`src/rtl/spi_tx_responder.sv`:
```
// spi_tx_responder: SPI mode-0 peripheral-side transmitter.
// Oversamples SCLK / CS_n in the clk domain. Bytes from the controller FSM
// go through a one-deep holding register and are shifted out MSB-first on
// CIPO. If no byte is held at a byte boundary, IDLE_BYTE is sent instead.
//
// Handshake: a write is accepted in any cycle where tx_valid && tx_ready
// are both high at the rising clk edge. tx_ready is the inverse of the
// registered hold_full flag. tx_data must stay stable while tx_valid is
// high and tx_ready is low. tx_valid may stay asserted across transfers.
module spi_tx_responder #(
    parameter logic [7:0] IDLE_BYTE   = 8'hFF,
    parameter int         SYNC_STAGES = 2
) (
    input  logic       clk,
    input  logic       rst_n,
    input  logic       SCLK,
    input  logic       spi_cs_n,
    output logic       CIPO,
    output logic       cipo_oe,
    input  logic [7:0] tx_data,
    input  logic       tx_valid,
    output logic       tx_ready,
    output logic       byte_sent,
    output logic       underrun,
    output logic       frame_abort,
    output logic       o_dbg_state,
    output logic [2:0] o_dbg_bit_cnt
);

    localparam logic [0:0] ST_IDLE   = 1'b0;
    localparam logic [0:0] ST_ACTIVE = 1'b1;

    logic [SYNC_STAGES-1:0] r_sclk_sync;
    logic [SYNC_STAGES-1:0] r_cs_sync;
    logic                   r_sclk_d;
    logic                   r_cs_d;

    logic [0:0] r_state;
    logic [2:0] r_bit_cnt;
    logic [7:0] r_shift;
    logic       r_cur_is_data;
    logic [7:0] r_hold_data;
    logic       r_hold_full;
    logic       r_cipo;
    logic       r_cipo_oe;
    logic       r_byte_sent;
    logic       r_underrun;
    logic       r_frame_abort;

    logic w_sclk_s;
    logic w_cs_s;
    logic w_sclk_rise;
    logic w_sclk_fall;
    logic w_cs_fall;
    logic w_cs_rise;
    logic w_active;
    logic w_load;
    logic w_tx_accept;

    // Synchronize the host pins; CS resets deasserted, SCLK resets low.
    always_ff @(posedge clk or negedge rst_n) begin
        if (!rst_n) begin
            r_sclk_sync <= '0;
            r_cs_sync   <= '1;
            r_sclk_d    <= 1'b0;
            r_cs_d      <= 1'b1;
        end else begin
            r_sclk_sync <= {r_sclk_sync[SYNC_STAGES-2:0], SCLK};
            r_cs_sync   <= {r_cs_sync[SYNC_STAGES-2:0], spi_cs_n};
            r_sclk_d    <= w_sclk_s;
            r_cs_d      <= w_cs_s;
        end
    end

    assign w_sclk_s    = r_sclk_sync[SYNC_STAGES-1];
    assign w_cs_s      = r_cs_sync[SYNC_STAGES-1];
    assign w_sclk_rise = w_sclk_s & ~r_sclk_d;
    assign w_sclk_fall = ~w_sclk_s & r_sclk_d;
    assign w_cs_fall   = ~w_cs_s & r_cs_d;
    assign w_cs_rise   = w_cs_s & ~r_cs_d;

    assign w_active    = (r_state == ST_ACTIVE);
    // A byte boundary: frame start, or the falling edge after the 8th rise.
    assign w_load      = (w_cs_fall && !w_active) ||
                         (w_active && w_sclk_fall && (r_bit_cnt == 3'd0));
    assign w_tx_accept = tx_valid && !r_hold_full;

    // Frame FSM, holding register, shifter and event pulses.
    always_ff @(posedge clk or negedge rst_n) begin
        if (!rst_n) begin
            r_state       <= ST_IDLE;
            r_bit_cnt     <= 3'd0;
            r_shift       <= 8'd0;
            r_cur_is_data <= 1'b0;
            r_hold_data   <= 8'd0;
            r_hold_full   <= 1'b0;
            r_cipo        <= 1'b0;
            r_cipo_oe     <= 1'b0;
            r_byte_sent   <= 1'b0;
            r_underrun    <= 1'b0;
            r_frame_abort <= 1'b0;
        end else begin
            r_byte_sent   <= 1'b0;
            r_underrun    <= 1'b0;
            r_frame_abort <= 1'b0;

            // Only accepted while empty, so it never collides with a load
            // that drains the register in the same cycle.
            if (w_tx_accept) begin
                r_hold_data <= tx_data;
                r_hold_full <= 1'b1;
            end

            if (w_cs_rise) begin
                // Partial byte is dropped; the held byte stays for next frame.
                r_state   <= ST_IDLE;
                r_bit_cnt <= 3'd0;
                r_cipo_oe <= 1'b0;
                r_cipo    <= 1'b0;
                if (r_bit_cnt != 3'd0) begin
                    r_frame_abort <= 1'b1;
                end
            end else if (w_load) begin
                if (w_cs_fall) begin
                    r_state   <= ST_ACTIVE;
                    r_cipo_oe <= 1'b1;
                end
                if (r_hold_full) begin
                    r_shift       <= r_hold_data;
                    r_hold_full   <= 1'b0;
                    r_cur_is_data <= 1'b1;
                    r_cipo        <= r_hold_data[7];
                end else begin
                    r_shift       <= IDLE_BYTE;
                    r_cur_is_data <= 1'b0;
                    r_underrun    <= 1'b1;
                    r_cipo        <= IDLE_BYTE[7];
                end
            end else if (w_active && w_sclk_rise) begin
                r_bit_cnt <= r_bit_cnt + 3'd1;
                if ((r_bit_cnt == 3'd7) && r_cur_is_data) begin
                    r_byte_sent <= 1'b1;
                end
            end else if (w_active && w_sclk_fall) begin
                // bit_cnt != 0 here: the zero case is the load branch above.
                r_shift <= {r_shift[6:0], 1'b0};
                r_cipo  <= r_shift[6];
            end
        end
    end

    assign CIPO          = r_cipo;
    assign cipo_oe       = r_cipo_oe;
    assign tx_ready      = ~r_hold_full;
    assign byte_sent     = r_byte_sent;
    assign underrun      = r_underrun;
    assign frame_abort   = r_frame_abort;
    assign o_dbg_state   = r_state;
    assign o_dbg_bit_cnt = r_bit_cnt;

endmodule

```
`config.mk`:
```
export PLATFORM = sky130hd
export DESIGN_NAME = spi_tx_responder
export DESIGN_NICKNAME = d
export VERILOG_FILES = /design/src/rtl/spi_tx_responder.sv
export SDC_FILE = /design/constraint.sdc
export NUM_CORES = 1
export LEC_CHECK = 0
export BUFFER_PORTS_ARGS = -buffer_cell sky130_fd_sc_hd__buf_2
export CAP_MARGIN = 20
export CORE_UTILIZATION = 55
export CTS_CLUSTER_DIAMETER = 200
export CTS_CLUSTER_SIZE = 25
export DETAILED_ROUTE_END_ITERATION = 6
export PLACE_DENSITY = 0.83
export SYNTH_ARGS = -nofsm -noshare
export SYNTH_HDL_FRONTEND = slang
export SYNTH_SLANG_ARGS = --single-unit
```
`constraint.sdc`:
```
create_clock -name clk -period 4.25 [get_ports clk]
set_input_delay 0 -clock clk [delete_from_list [all_inputs] [get_ports clk]]
set_output_delay 0 -clock clk [all_outputs]
set_load 0.01 [all_outputs]
```
==> impl_metrics.ini <==
[outcome]
status = finished, final reports clean

[timing]
finalHoldViolations = 0
period_minus_slack_ps = 1860
final-setup-viol-count = 0
worst_slew_margin_rel_pct = 34.6
achievable-frequency_ghz = 0.537
setup_total_negative_slack_ps = 0
maxSlewViolCount = 0
holdWs_ps = 244
timing.final.crit_share_pct = 43.8
rsz0062_at_grt = no
worstMarginPinSlew_ps = 980
skew_ps = 14.6

[setup_path]
crit_path_start_kind = flip-flop
cpLargestDelayFamily = simple AND/OR/NAND/NOR gates
reg2reg_to = r_cur_is_data
critical_path.startpoint = o_dbg_bit_cnt[0]
worst-endpoint-arrival_ps = 2060
required_ps = 4450
critPathCaptureType = flip-flop
path_class = flip-flop to flip-flop
cp_slowest_cell = sky130_fd_sc_hd__nor2b_1
path_depth_of_the_worst_reg2reg_path = 6
cp_num_cells = 6
worstPathCellList = inv_1 > ha_1 > nor2b_1 > a21oi_2 > nor2_2 > mux2_1
critical_path.n_buffers_inverters = 1
r2r_slack_ps = 2390
slowest_delay_ps = 460
setup_crit_end = r_cur_is_data
timing.critical_path.fanout_max = 9
worst_r2r_startpoint = o_dbg_bit_cnt[0]

[synthesis]
synth_nets = 137
post_synth_main_area_contributors = sky130_fd_sc_hd__dfrtp_1 (51%), sky130_fd_sc_hd__dfstp_2 (5.8%), sky130_fd_sc_hd__o21ai_0 (4.8%), sky130_fd_sc_hd__ha_1 (4.6%), sky130_fd_sc_hd__inv_1 (3.6%)
synthesis.area_per_instance_um2 = 11.5
postSynthCellCount = 119
register_bit_count_reported_by_yosys = 31
synthFlopType = sky130_fd_sc_hd__dfrtp_1
ys_warn_count = 0
synth_most_common_cell = sky130_fd_sc_hd__dfrtp_1
synth-edff-count = 0
netlist.area_leader.share_pct = 51.3
yosysUniqueCellTypes = 31
ys_seq_area_share_pct = 57.1
synth_async_sr_flop_share_pct = 100
synth_top_cells_by_count = sky130_fd_sc_hd__dfrtp_1 (28), sky130_fd_sc_hd__inv_1 (13), sky130_fd_sc_hd__o21ai_0 (13), sky130_fd_sc_hd__nand2_1 (8)
synth.largest_area_cell = sky130_fd_sc_hd__dfrtp_1
syn-cell-area_um2 = 1370

[clocking]
tritoncts = done
worst_skew_pair.late_latency_ps = 320
cts-root-to-sink-buffers = 2
post_cts_resize_count = 0
clock-sinks = 31
cts_root_buf = sky130_fd_sc_hd__clkbuf_4
postCtsHoldBufs = 11
cts_post_setup_buffers_inserted = 0
cts_buffers = 5
cts.reportedPaths.clkPinSlew_ps = 100
htreeDepth = 2

[grt]
grt_overflow_total = 0
antenna_violations_before_repair = 0
groute.usage.overall_pct = 21.8
grt_max_degree = 32
global_route_wire_length_before_repair_um = 3950
first_global_vias = 936

[place]
buffer_ports.inserted = 22
post-dp-hpwl_um = 1620
place.gp.congestion = 0.784
dpl.cell_count = 164

[floorplanning]
floorplan.io_pins = 23
rows = 17
design.die.area_um2 = 2690
initial_core_util_pct = 60.0
floorplan.core_area_um2 = 2280
chipWidth_um = 51.8
die_y_um = 51.8

[hold_path]
worstHoldPathType = input pin to asynchronous set/reset pin

[power_and_ir_drop]
fin_total_pwr_mw = 0.836
swShare_pct = 32.2
power_density_nw_per_um2 = 504
leakagePower_nw = 0.839
p_clk_share_pct = 20.6
power_frac_comb_pct = 27.0
worst_ir_drop_vdd_uv = 410
cell_internal_pwr_mw = 0.567
power_frac_seq_pct = 52.4
netSwitchingPower_mw = 0.269

[drt]
avgViaCountPerCell = 5.20
antenna_left = 0
drc = 0
first_iter_violations = 16
wirelength_um = 2350
via_count = 951
avgRoutedWirePerCell_um = 12.8
firstDrtPassIters = 4

[finish]
area_delta_synth_final_pct = 21.2
layout-drive-gt1-share_pct = 26.5
antenna_cells_inserted = 0
n_fill_cell = 149
nNetsFinal = 172
final-seq-area_um2 = 779
area_occupied_by_multi_input_gates_um2 = 513
instances_no_fill = 183

[job]
maximum_capacitance_violations = 0
[cell usage in the layout (no fill, tap or decap), types with 4 or more instances in the layout]
master,count
sky130_fd_sc_hd__a21o_1,6
sky130_fd_sc_hd__a22oi_1,6
sky130_fd_sc_hd__buf_2,22
sky130_fd_sc_hd__clkbuf_4,5
sky130_fd_sc_hd__dfrtp_1,28
sky130_fd_sc_hd__dlygate4sd3_1,11
sky130_fd_sc_hd__ha_1,5
sky130_fd_sc_hd__inv_1,13
sky130_fd_sc_hd__nand2_1,8
sky130_fd_sc_hd__nor3_1,4
sky130_fd_sc_hd__o21ai_0,13
[worst min path at each step]
stage | cells past startpoint | to | start | slack, ps
2_1_floorplan | 0 | CIPO | rst_n | -300
3_3_place_gp | 1 | o_dbg_bit_cnt[2] | rst_n | 50
3_5_place_dp | 1 | o_dbg_bit_cnt[2] | rst_n | 70
4_1_cts | 4 | r_hold_data[2] | tx_valid | 240
5_1_grt | 4 | r_hold_data[2] | tx_valid | 280
6_report | 2 | r_shift[0] | rst_n | 240
[power groups by stage]
stage	Combinational, mW	Sequential [mW]	Clock, mW
finish	0.226	0.438	0.172
global route	0.255	0.450	0.191
CTS	0.228	0.438	0.178
detailed placement	0.219	0.444	0
global placement	0.210	0.437	0
floorplan	0.160	0.434	0
[stage by stage]
stage | cell area, um^2 | utilization [%] | setup WS (ps)
6_report | 1660 | 72.8 | 2390
5_1_grt | 1660 | 72.8 | 2200
4_1_cts | 1660 | 72.8 | 2380
3_5_place_dp | 1490 | 65.3 | 2390
3_3_place_gp | 1490 | 65.3 | 2480
2_1_floorplan | 1370 | - | 2680
[flip-flops by register name, summed over array words and instances (netlist names)]
register       count
r_hold_data        8
r_shift            7
o_dbg_bit_cnt      3
r_cs_sync          2
r_sclk_sync        2
CIPO               1
byte_sent          1
cipo_oe            1
frame_abort        1
r_cs_d             1
r_cur_is_data      1
r_hold_full        1
r_sclk_d           1
underrun           1
[final cells by class]
type                            count  area share, %
Multi-Input combinational cell     70           31.0
Timing Repair Buffer               33           13.3
Inverter                           13           2.95
Tap cell                           28           2.11
Clock inverter                      1          0.302
Sequential cell                    31           47.1
Clock buffer                        7           3.32
[per-layer routing]
| layer | up-vias | global-route usage (%) | routed length, um |
|---|---|---|---|
| li1 | 476 | - | - |
| met4 | 0 | 13.5 | 29 |
| met2 | 24 | 33.8 | 1150 |
| met3 | 2 | 7.89 | 70 |
| met5 | - | 0 | 0 |
| met1 | 449 | 25.7 | 1100 |
[logic make-up after synthesis]
kind of cell,count (synthesis),synth area share [%]
and+or+nand+nor,27,11.4
buffers and inverters,18,5.40
muxes,4,3.11
DFF,31,57.1
adders and majority gates,5,4.58
AOI/OAI and AO/OA,33,17.9
xor gates and xnor gates,1,0.641
Note: power is estimated with default switching activity, not from simulation.
